$ cat src/rtl/matvec_ctrl.sv
// matvec_ctrl: sequencer for a K x K matrix / K-vector multiply datapath.
// Loads matrix and vector words from a valid/ready stream, then walks the
// matrix row by row issuing memory reads and MAC strobes, and presents each
// finished row on a valid/ready result handshake. Carries no data itself.
// Optional feature macro: MATVEC_CTRL_PERF_EN adds perf_jobs / perf_stall counters.
module matvec_ctrl #(
  parameter int unsigned K    = 8,
  parameter int unsigned MA_W = $clog2(K * K),
  parameter int unsigned VA_W = $clog2(K)
) (
  input  logic            clk,
  input  logic            reset,
  input  logic            input_valid,
  output logic            input_ready,
  input  logic            new_matrix,
  output logic            output_valid,
  input  logic            output_ready,
  output logic            wr_en_m,
  output logic [MA_W-1:0] wr_addr_m,
  output logic            wr_en_v,
  output logic [VA_W-1:0] wr_addr_v,
  output logic [MA_W-1:0] rd_addr_m,
  output logic [VA_W-1:0] rd_addr_v,
  output logic            mac_en,
  output logic            mac_clr
`ifdef MATVEC_CTRL_PERF_EN
  ,
  output logic [31:0]     perf_jobs,
  output logic [31:0]     perf_stall
`endif
);

  typedef enum logic [2:0] {
    StIdle,
    StLoadM,
    StLoadV,
    StCompute,
    StDrain,
    StOut
  } state_e;

  localparam logic [MA_W-1:0] MLast = MA_W'(K * K - 1);
  localparam logic [VA_W-1:0] VLast = VA_W'(K - 1);

  state_e          state_q;
  logic [MA_W-1:0] mcnt_q;
  logic [VA_W-1:0] vcnt_q;
  logic [VA_W-1:0] row_q;
  logic [VA_W-1:0] col_q;
  logic            matrix_loaded_q;
  logic            mac_en_q;
  logic            mac_clr_q;
  logic            eff_new;
  logic            in_xfer;
`ifdef MATVEC_CTRL_PERF_EN
  logic [31:0]     perf_jobs_q;
  logic [31:0]     perf_stall_q;
`endif

  // Handshake, write strobes and address decode from the registered state
  always_comb begin
    input_ready  = (state_q == StIdle) || (state_q == StLoadM) || (state_q == StLoadV);
    in_xfer      = input_valid && input_ready;
    // new_matrix only matters on a job's first word; a job with no matrix loaded must load one
    eff_new      = new_matrix || !matrix_loaded_q;
    wr_en_m      = in_xfer && (((state_q == StIdle) && eff_new) || (state_q == StLoadM));
    wr_en_v      = in_xfer && (((state_q == StIdle) && !eff_new) || (state_q == StLoadV));
    wr_addr_m    = mcnt_q;
    wr_addr_v    = vcnt_q;
    // row/col stop at the last column, so read addresses hold outside compute
    rd_addr_m    = {row_q, col_q};
    rd_addr_v    = col_q;
    output_valid = (state_q == StOut);
    mac_en       = mac_en_q;
    mac_clr      = mac_clr_q;
`ifdef MATVEC_CTRL_PERF_EN
    perf_jobs    = perf_jobs_q;
    perf_stall   = perf_stall_q;
`endif
  end

  // Main FSM: load counters, row/column walk, MAC strobes one cycle behind the read
  always_ff @(posedge clk) begin
    if (reset) begin
      state_q         <= StIdle;
      mcnt_q          <= '0;
      vcnt_q          <= '0;
      row_q           <= '0;
      col_q           <= '0;
      matrix_loaded_q <= 1'b0;
      mac_en_q        <= 1'b0;
      mac_clr_q       <= 1'b0;
`ifdef MATVEC_CTRL_PERF_EN
      perf_jobs_q     <= '0;
      perf_stall_q    <= '0;
`endif
    end else begin
      // Memory read latency is one cycle, so the product is ready the cycle after the read
      mac_en_q  <= (state_q == StCompute);
      mac_clr_q <= (state_q == StCompute) && (col_q == '0);
      case (state_q)
        StIdle: begin
          if (in_xfer) begin
            if (eff_new) begin
              mcnt_q  <= MA_W'(1);
              state_q <= StLoadM;
            end else begin
              vcnt_q  <= VA_W'(1);
              state_q <= StLoadV;
            end
          end
        end
        StLoadM: begin
          if (in_xfer) begin
            if (mcnt_q == MLast) begin
              matrix_loaded_q <= 1'b1;
              mcnt_q          <= '0;
              state_q         <= StLoadV;
            end else begin
              mcnt_q <= mcnt_q + 1'b1;
            end
          end
        end
        StLoadV: begin
          if (in_xfer) begin
            if (vcnt_q == VLast) begin
              vcnt_q  <= '0;
              row_q   <= '0;
              col_q   <= '0;
              state_q <= StCompute;
            end else begin
              vcnt_q <= vcnt_q + 1'b1;
            end
          end
        end
        StCompute: begin
          if (col_q == VLast) begin
            state_q <= StDrain;
          end else begin
            col_q <= col_q + 1'b1;
          end
        end
        StDrain: begin
          state_q <= StOut;
        end
        StOut: begin
          if (output_ready) begin
            if (row_q == VLast) begin
              state_q <= StIdle;
`ifdef MATVEC_CTRL_PERF_EN
              perf_jobs_q <= perf_jobs_q + 32'd1;
`endif
            end else begin
              row_q   <= row_q + 1'b1;
              col_q   <= '0;
              state_q <= StCompute;
            end
          end else begin
`ifdef MATVEC_CTRL_PERF_EN
            perf_stall_q <= perf_stall_q + 32'd1;
`endif
          end
        end
        default: begin
          state_q <= StIdle;
        end
      endcase
    end
  end

endmodule

$ cat config.mk
export PLATFORM = sky130hd
export DESIGN_NAME = matvec_ctrl
export DESIGN_NICKNAME = d
export VERILOG_FILES = /design/src/rtl/matvec_ctrl.sv
export SDC_FILE = /design/constraint.sdc
export NUM_CORES = 1
export LEC_CHECK = 0
export ABC_AREA = 1
export CORE_MARGIN = 4
export CORE_UTILIZATION = 32
export CTS_CLUSTER_DIAMETER = 100
export DETAILED_ROUTE_END_ITERATION = 10
export PLACE_DENSITY = 0.65
export SLEW_MARGIN = 25
export SYNTH_ARGS = -nofsm -noshare
export SYNTH_HDL_FRONTEND = slang
export SYNTH_SLANG_ARGS = --single-unit
$ cat constraint.sdc
create_clock -name clk -period 1.3 [get_ports clk]
set_input_delay 0.325 -clock clk [delete_from_list [all_inputs] [get_ports clk]]
set_output_delay 0.325 -clock clk [all_outputs]
set_load 0.05 [all_outputs]
==> reports/results.tsv, run 1 <==
stage	metric	value	unit
power_and_ir_drop	maximum VDD drop	0.0008643	V
timing	RSZ-0062 raised after global routing	yes	
synthesis	Avg Cell Area, Syn	6.731	um^2
synthesis	Cells after Synth	195	
timing	final worst slack	-0.3662	ns
power_and_ir_drop	clock network power share	0.087	
clock_network	# hold bufs at CTS	0	
grt	antenna violations before repair	0	
die	core outline area	3971	um^2
worst_setup_path	Worst Setup EP	wr_en_v	
clock_network	clk slew on worst S/H paths	0.08	ns
synthesis	top cells by area, synth	dfxtp_1 32%, nor2_1 11%, nand2_1 11%	
synthesis	synthesized area	1313	um^2
power_and_ir_drop	Psw	0.002292	W
synthesis	Synth cell types	22	
grt	first-pass GRT wire length	6299	um
timing	Period Utilization, post-route	1.282	
timing	clock skew	0.004361	ns
synthesis	Synth Register Bits	21	
final_layout	n_diodes	0	
placed_design	port buffer count	28	
clock_network	buffer depth of the longest clock path	2	
placed_design	Setup WS pre-CTS	-0.3848	ns
timing	fmax	600.2	MHz
placed_design	Placed Instances	308	
power_and_ir_drop	Pleak	1.166	nW
run_status	status	complete, but fails checks	
run_status	failing checks	setup timing	
die	# rows	23	
final_layout	Area Growth Syn to Fin	105.7	%
placed_design	GPL Wtd Cong	0.8603	
worst_setup_path	CP Launch Type	input pin	
die	# IOs	29	
power_and_ir_drop	cell internal pwr	0.002783	W
final_layout	share of post-route cells with drive strength above 1	0.5870	
synthesis	sequential area share after synthesis	0.3203	
worst_setup_path	crit path from	new_matrix	
final_layout	Fillers	278	
worst_setup_path	Reg2Reg Depth	10	
placed_design	Placement Cell Area	2300	um^2
route	Starting DRT DRC Count	69	
synthesis	top cell type by total area after synthesis	dfxtp_1	
power_and_ir_drop	PD cells	1880	nW/um^2
worst_setup_path	RR Startpoint	state_q[1]	
synthesis	Syn Nets	208	
placed_design	hpwl dp	2892	um
clock_network	htree depth	1	
synthesis	Synth top area share	0.3203	
power_and_ir_drop	Sw Ratio	0.4516	
synthesis	count leader, synth	nor2_1	
synthesis	ys flop type	dfxtp_1	
min_path	hold crit path type	register to register	
worst_setup_path	critical path required time	0.98	ns
die	Die Area	5190	um^2
clock_network	clk_lat worst skew	0.26	ns
route	Detailed Route WL	4163	um
die	chip width	72.05	um
timing	min cycle time layout	1.666	ns
synthesis	Yosys warning count	0	
route	vias	1551	
grt	GRT Residual Overflow	0	
synthesis	Post-synth EDFFs	0	
worst_setup_path	reg2reg end	state_q[0]	
grt	vias in the first global route	1453	
clock_network	CTS root buf	clkbuf_8	
clock_network	CTS tree	built	
grt	largest net degree at the start of global routing	12	
worst_setup_path	CP endpoint kind	output port	
route	routed length per placed instance	12.77	um
timing	Worst Tran Pin Value	0.2759	ns
clock_network	Num CTS Buffers	3	
final_layout	cell area after layout	2700	um^2
worst_setup_path	R2R Setup Slk	-0.21	ns
worst_setup_path	critical path class	input pin to output port	
final_layout	Final Instance Count excl. Fillers	326	
route	DRC Markers	0	
job	MaxCap Viol Count	0	
worst_setup_path	crit-path max FO	2	
timing	Final Slew Violations	0	
power_and_ir_drop	combinational share of power	0.722	
worst_setup_path	WP data arrival	1.34	ns
clock_network	CTS Sinks	21	
timing	Final Hold Vio Count	0	
grt	Global Route Usage Sum	0.1508	
die	initial core utilization	0.3305	
route	post-route ant nets	0	
power_and_ir_drop	power share of the sequential group	0.191	
die	Die Height	72.05	um
route	Pre-antenna DRT Iters	4	
synthesis	asr flop ratio synth	0	
timing	Slew HR	0.8148	
power_and_ir_drop	Tot Pwr	0.005075	W
synthesis	Post-synth top cells	39 x nor2_1, 37 x nand2_1, 21 x dfxtp_1	
timing	Setup Total Neg Slack	-3.415	ns
timing	setup violators final	20	
final_layout	Final nets	290	
route	number of vias per cell	4.758	
## power by group through the flow
stage / Combinational (W) / Clock, W / Sequential (W)
2_1_floorplan: 0.00138 / 0 / 0.00126
3_3_place_gp: 0.00303 / 0 / 0.000941
3_5_place_dp: 0.00307 / 0 / 0.000948
4_1_cts: 0.00331 / 0.000458 / 0.000956
5_1_grt: 0.00387 / 0.000477 / 0.000983
6_report: 0.00367 / 0.000440 / 0.000969
## area by class of cell
class                      instances  area, um^2  share of cell area
timing repair buffer              84       996.0              0.3689
multi-input combinational        143        1021              0.3781
clock buffer                       4       45.04             0.01668
inverter                          24       108.9             0.04031
tap                               50       62.56             0.02317
sequential                        21       466.7              0.1728
## metal layers
layer  up-vias  part of all wire  track usage
li1        781                 -            -
met1       732              0.41       0.1734
met2        29              0.54       0.2908
met3         9             0.033      0.02078
met4         0             0.018      0.03549
met5         -                 0            0
## registers in the layout, summed over array words and instances (netlist names)
name,cells
state_q,3
rd_addr_v,3
wr_addr_v,3
row_q,3
wr_addr_m,6
mac_clr,1
mac_en,1
matrix_loaded_q,1
## critical path, stage by stage
cell,delay (ns)
clkdlybuf4s50_1,0.46
inv_1,0.05
nand4_1,0.12
nand2_1,0.08
nand2_2,0.10
clkinv_4,0.07
buf_12,0.14
## cells in the final DEF (no fill, tap or decap), types with 3 or more instances in the layout
cell | netlist | final
dfxtp_4 | 0 | 10
dfxtp_1 | 21 | 4
dfxtp_2 | 0 | 7
o21ai_1 | 1 | 5
ha_4 | 0 | 7
inv_1 | 20 | 15
a21oi_1 | 11 | 6
buf_6 | 0 | 13
a21oi_2 | 0 | 5
nor2_2 | 4 | 5
clkdlybuf4s50_1 | 0 | 3
nand2_4 | 1 | 8
o21ai_2 | 0 | 3
nor2_1 | 39 | 32
buf_12 | 0 | 24
nand4_1 | 6 | 6
inv_2 | 4 | 4
nor2_4 | 4 | 10
nand3_2 | 0 | 3
buf_4 | 4 | 42
nand3_1 | 14 | 11
nand2_2 | 3 | 8
nand2_1 | 37 | 25
clkbuf_8 | 0 | 3
## cell families (layout without fill, tap and decap cells)
kind of cell / count (synthesis) / after routing / synth area share
simple gates: 113 / 113 / 0.4156
buf+inv: 31 / 112 / 0.1010
fa+ha+maj: 8 / 8 / 0.07627
compound gates: 21 / 21 / 0.08007
xor+xnor: 1 / 1 / 0.006674
flops: 21 / 21 / 0.3203
## stage by stage
step | hold WS (ns) | util
2_1_floorplan | 0.4435 | -
3_3_place_gp | 0.4535 | 0.5791
3_5_place_dp | 0.4664 | 0.5791
4_1_cts | 0.4786 | 0.6241
5_1_grt | 0.5028 | 0.6799
6_report | 0.4849 | 0.6799
## worst min path at each step
stage	startpoint	end	slack, ns	depth (start not counted)
after detailed placement	matrix_loaded_q	matrix_loaded_q	0.47	2
after floorplan	matrix_loaded_q	matrix_loaded_q	0.44	2
after global routing	matrix_loaded_q	matrix_loaded_q	0.50	2
final	matrix_loaded_q	matrix_loaded_q	0.48	2
after global placement	matrix_loaded_q	matrix_loaded_q	0.45	2
after CTS	matrix_loaded_q	matrix_loaded_q	0.48	2
## what timing repair did
| action | 4_1_cts | 5_1_grt |
|---|---|---|
| buffers inserted | 5 | 11 |
| pin swaps | 13 | 21 |
| setup endpoints to repair | 19 | 23 |
| gates cloned | 0 | 0 |
| resized for setup | 34 | 42 |
Note: power is estimated with default switching activity, not from simulation.
==> inputs of run 2 (changes only) <==
Settings changed: PLACE_DENSITY 0.65 to 0.63.
Clock period 1.3 ns to 1.72 ns, I/O delays scaled along.
==> reports/results.tsv, run 2 (synthesis gave the netlist of run 1 again) <==
stage	metric	value	unit
grt	Global Route Usage Sum	0.1321	
worst_setup_path	critical path class	register to output port	
final_layout	fin util	0.5154	
clock_network	htree depth	1	
worst_setup_path	RR Startpoint	row_q[0]	
timing	Final Slew Violations	0	
power_and_ir_drop	PD cells	1514	nW/um^2
worst_setup_path	Crit-path slowest cell	dfxtp_4	
die	chip width	72.05	um
clock_network	clk_lat worst skew	0.26	ns
final_layout	Area Growth Syn to Fin	55.96	%
min_path	Hold EP	matrix_loaded_q	
route	number of vias per cell	4.688	
final_layout	commonest non-fill, non-tap cells in the layout	38 x nor2_1, 36 x nand2_1, 29 x buf_4	
route	Detailed Route WL	3285	um
placed_design	hpwl dp	2475	um
route	post-route ant nets	0	
worst_setup_path	WP data arrival	1.26	ns
grt	largest net degree at the start of global routing	12	
timing	fmax	590.7	MHz
timing	RSZ-0062 raised after global routing	yes	
power_and_ir_drop	combinational share of power	0.681	
power_and_ir_drop	Psw	0.001431	W
grt	GRT Residual Overflow	0	
final_layout	max reg flops	6	
power_and_ir_drop	Pleak	0.9579	nW
timing	clock skew	0.001014	ns
final_layout	n_diodes	0	
worst_setup_path	crit-path max FO	5	
die	core outline area	3971	um^2
worst_setup_path	Reg2Reg Depth	8	
worst_setup_path	CP Launch Type	register	
grt	first-pass GRT wire length	5554	um
clock_network	clk slew on worst S/H paths	0.07	ns
timing	Worst Tran Pin Value	0.3210	ns
worst_setup_path	critical path cell sequence	nor2_4, nand4_1, nand2_1, nand2_2, inv_2, buf_12	
route	Pre-antenna DRT Iters	4	
worst_setup_path	CP endpoint kind	output port	
timing	setup violators final	0	
worst_setup_path	CP max stage delay	0.38	ns
power_and_ir_drop	cell internal pwr	0.001667	W
power_and_ir_drop	power share of the sequential group	0.214	
die	Die Area	5190	um^2
min_path	worst hold start	matrix_loaded_q	
timing	Slew HR	0.7838	
timing	min cycle time layout	1.693	ns
clock_network	CTS tree	built	
die	initial core utilization	0.3305	
power_and_ir_drop	maximum VDD drop	0.0004938	V
clock_network	buffer depth of the longest clock path	2	
final_layout	share of post-route cells with drive strength above 1	0.3224	
placed_design	GPL Wtd Cong	0.8006	
final_layout	most common cell after layout, fill and taps aside	nor2_1	
die	Die Height	72.05	um
worst_setup_path	Buf/Inv on CP	2	
route	vias	1383	
grt	vias in the first global route	1269	
final_layout	Final nets	259	
die	# IOs	29	
timing	Hold Slack	0.4782	ns
placed_design	port buffer count	28	
min_path	hold crit path type	register to register	
clock_network	Num CTS Buffers	3	
power_and_ir_drop	clock network power share	0.105	
clock_network	CTS Sinks	21	
run_status	status	finished, final reports clean	
worst_setup_path	reg2reg end	rd_addr_v[0]	
min_path	Hold Path Depth	2	
timing	Period Utilization, post-route	0.9842	
die	# rows	23	
route	DRC Markers	0	
grt	antenna violations before repair	0	
route	routed length per placed instance	11.14	um
worst_setup_path	Top Family by Delay on Critical Path	simple AND/OR/NAND/NOR gates	
clock_network	CTS root buf	clkbuf_8	
worst_setup_path	R2R Setup Slk	0.25	ns
route	Starting DRT DRC Count	53	
worst_setup_path	critical path required time	1.29	ns
timing	Final Hold Vio Count	0	
power_and_ir_drop	Sw Ratio	0.4620	
job	MaxCap Viol Count	0	
[run 2: changes by cell type in the layout (fill, tap and decap cells not counted), moves of 6 or more]
cell | previous run | this run
dfxtp_1 | 4 | 19
buf_4 | 42 | 29
buf_6 | 13 | 0
nand2_1 | 25 | 36
dfxtp_4 | 10 | 1
o21ai_0 | 1 | 9
ha_1 | 1 | 8
ha_4 | 7 | 0
nand2_4 | 8 | 1
dfxtp_2 | 7 | 1
nor2_1 | 32 | 38
nor2_4 | 10 | 4
[run 2: worst max path at each step]
stage	from	to	slack, ns	depth (start not counted)
2_1_floorplan	wr_addr_v[0]	state_q[0]	0.03	9
3_3_place_gp	input_valid	wr_en_v	-0.18	6
3_5_place_dp	input_valid	wr_en_v	-0.18	6
4_1_cts	state_q[1]	wr_en_m	-0.006	6
5_1_grt	state_q[1]	wr_en_v	-0.06	6
6_report	state_q[1]	wr_en_v	0.03	6
[run 2: worst min-delay path, cell delays in order, from the launching register on]
cell	delay, ns
dfxtp_1	0.33
inv_1	0.05
a21oi_1	0.05
[run 2: power by group through the flow]
stage | Combinational [W] | Clock [W] | Sequential, W
after CTS | 0.00209 | 0.000340 | 0.000664
final | 0.00211 | 0.000325 | 0.000664
after global routing | 0.00226 | 0.000363 | 0.000677
after global placement | 0.00199 | 0 | 0.000673
after floorplan | 0.000976 | 0 | 0.000898
after detailed placement | 0.00201 | 0 | 0.000676
[run 2: per-stage QoR]
stage                     setup TNS (ns)  area, um^2  setup WS (ns)  power, W  std cells
after floorplan                        0        1313        0.02701  0.001874        195
after global placement           -0.6832        1938        -0.1763  0.002665        284
after detailed placement         -0.7052        1938        -0.1849  0.002687        284
after CTS                      -0.006440        2029      -0.006440  0.003091        293
after global routing            -0.06002        2047       -0.06002  0.003303        295
final                                  0        2047        0.02720  0.003099        295
[run 2: layer usage]
layer,up-vias,wire [um],GRT usage,share of wire
li1,722,-,-,-
met1,613,1479,0.1730,0.45
met2,39,1565,0.2133,0.48
met3,9,158,0.01939,0.048
met4,0,82,0.06263,0.025
met5,-,0,0,0
[run 2: final cells by class]
cell class	instances	area [um^2]
Multi-Input combinational cell	143	768.2
Fill cell	368	1924
Clock buffer	4	45.04
Timing Repair Buffer	53	655.6
Sequential cell	21	425.4
Inverter	24	90.09
Tap cell	50	62.56
[run 2: timing repair]
action,4_1_cts,5_1_grt
pin swaps,5,4
endpoints found under the setup margin,4,3
hold buffers,0,0
buffers inserted,5,2
resized for setup,9,3
==> inputs of run 3 (changes only) <==
Settings changed: CTS_BUF_LIST from default to sky130_fd_sc_hd__clkbuf_8 sky130_fd_sc_hd__clkbuf_16.
==> reports/results.tsv, run 3 (synthesis gave the netlist of run 1 again) <==
stage	metric	value	unit
placed_design	Setup WS pre-CTS	-0.1849	ns
placed_design	Placed Instances	284	
run_status	status	finished, final reports clean	
worst_setup_path	Buf/Inv on CP	2	
die	chip width	72.05	um
power_and_ir_drop	Tot Pwr	0.003093	W
die	Die Area	5190	um^2
die	# IOs	29	
route	Detailed Route WL	3285	um
worst_setup_path	Crit-path slowest cell	dfxtp_4	
final_layout	Final nets	259	
die	Die Height	72.05	um
clock_network	Num CTS Buffers	3	
worst_setup_path	crit-path max FO	5	
clock_network	clk slew on worst S/H paths	0.07	ns
route	Pre-antenna DRT Iters	4	
timing	min cycle time layout	1.693	ns
clock_network	CTS root buf	clkbuf_8	
route	routed wire length on met3	158	um
clock_network	htree depth	1	
worst_setup_path	Top Family by Delay on Critical Path	simple AND/OR/NAND/NOR gates	
final_layout	max reg flops	6	
power_and_ir_drop	PD cells	1511	nW/um^2
route	DRC Markers	0	
final_layout	Area Growth Syn to Fin	55.96	%
worst_setup_path	CP endpoint kind	output port	
route	Top Metal Used	met4	
power_and_ir_drop	maximum VDD drop	0.0004938	V
final_layout	most common cell after layout, fill and taps aside	nor2_1	
timing	clock skew	0.001019	ns
clock_network	clk_lat worst skew	0.26	ns
timing	setup violators final	0	
worst_setup_path	critical path class	register to output port	
final_layout	Fillers	368	
grt	largest net degree at the start of global routing	12	
placed_design	port buffer count	28	
timing	Period Utilization, post-route	0.9842	
placed_design	GPL Wtd Cong	0.8006	
route	number of vias per cell	4.688	
placed_design	hpwl dp	2475	um
grt	first-pass GRT wire length	5554	um
timing	Final Slew Violations	0	
worst_setup_path	critical path cell sequence	nor2_4, nand4_1, nand2_1, nand2_2, inv_2, buf_12	
die	# rows	23	
timing	final worst slack	0.02720	ns
power_and_ir_drop	Pleak	0.9620	nW
route	met2 WL	1565	um
route	M1 WL	1479	um
worst_setup_path	WP data arrival	1.26	ns
grt	antenna violations before repair	0	
final_layout	n_diodes	0	
timing	RSZ-0062 raised after global routing	yes	
final_layout	commonest non-fill, non-tap cells in the layout	38 x nor2_1, 36 x nand2_1, 29 x buf_4	
die	core outline area	3971	um^2
route	Starting DRT DRC Count	53	
route	post-route ant nets	0	
clock_network	# hold bufs at CTS	0	
timing	Slew HR	0.7838	
route	vias	1383	
min_path	hold crit path type	register to register	
grt	Global Route Usage Sum	0.1321	
final_layout	Final Instance Count excl. Fillers	295	
timing	Final Hold Vio Count	0	
grt	GRT Residual Overflow	0	
route	routed length per placed instance	11.14	um
die	initial core utilization	0.3305	
clock_network	CTS Sinks	21	
clock_network	CTS tree	built	
worst_setup_path	CP max stage delay	0.38	ns
job	MaxCap Viol Count	0	
timing	fmax	590.7	MHz
timing	Worst Tran Pin Value	0.3210	ns
final_layout	share of post-route cells with drive strength above 1	0.3224	
clock_network	buffer depth of the longest clock path	2	
grt	vias in the first global route	1269	
worst_setup_path	CP Launch Type	register	
worst_setup_path	critical path required time	1.29	ns
## run 3: changes by cell type in the layout (fill, tap and decap cells not counted), sizes merged
| cell | change |
|---|---|
| clkbuf | -1 |
| inv | +1 |
## run 3: path summary, 6_finish.rpt
path,from,to,slack (ns),depth (start not counted)
worst max register to register,row_q[0],rd_addr_v[0],0.25,8
worst min register to register,matrix_loaded_q,matrix_loaded_q,0.48,2
worst min-delay path,matrix_loaded_q,matrix_loaded_q,0.48,2
worst max-delay path,state_q[1],wr_en_v,0.03,6
## run 3: layout make-up
type / count / area [um^2] / area share
clock inverter: 1 / 3.754 / 0.001834
sequential: 21 / 425.4 / 0.2078
timing repair buffer: 53 / 655.6 / 0.3203
inverter: 24 / 90.09 / 0.04401
multi-input combinational: 143 / 768.2 / 0.3753
clock buffer: 3 / 41.29 / 0.02017
tap: 50 / 62.56 / 0.03056
## run 3: metrics by stage
step                  util  instance area [um^2]  hold slack (ns)  setup TNS (ns)
floorplan                -                  1313           0.4435               0
global placement    0.4880                  1938           0.4572         -0.6832
detailed placement  0.4880                  1938           0.4634         -0.7052
CTS                 0.5110                  2029           0.4761       -0.006440
global route        0.5154                  2047           0.5054        -0.06002
finish              0.5154                  2047           0.4782               0
## run 3: tightest hold or removal path, stage by stage (launching register included)
cell	delay (ns)
dfxtp_1	0.33
inv_1	0.05
a21oi_1	0.05
## run 3: metal layers
metal,GRT usage,up-vias
li1,-,722
met1,0.1730,613
met2,0.2133,39
met3,0.01939,9
met4,0.06263,0
met5,0,-
## run 3: timing repair
| item | in CTS | in global routing |
|---|---|---|
| buffers inserted | 5 | 2 |
| gates resized for setup | 9 | 3 |
| pin swaps | 5 | 4 |
| setup endpoints to repair | 4 | 3 |
## run 3: power breakdown
part / total, W / internal [W] / switching, W
Sequential: 0.000664 / 0.000584 / 0.0000796
Clock: 0.000319 / 0.000159 / 0.000160
Combinational: 0.00211 / 0.000918 / 0.00119
Total: 0.00309 / 0.00166 / 0.00143
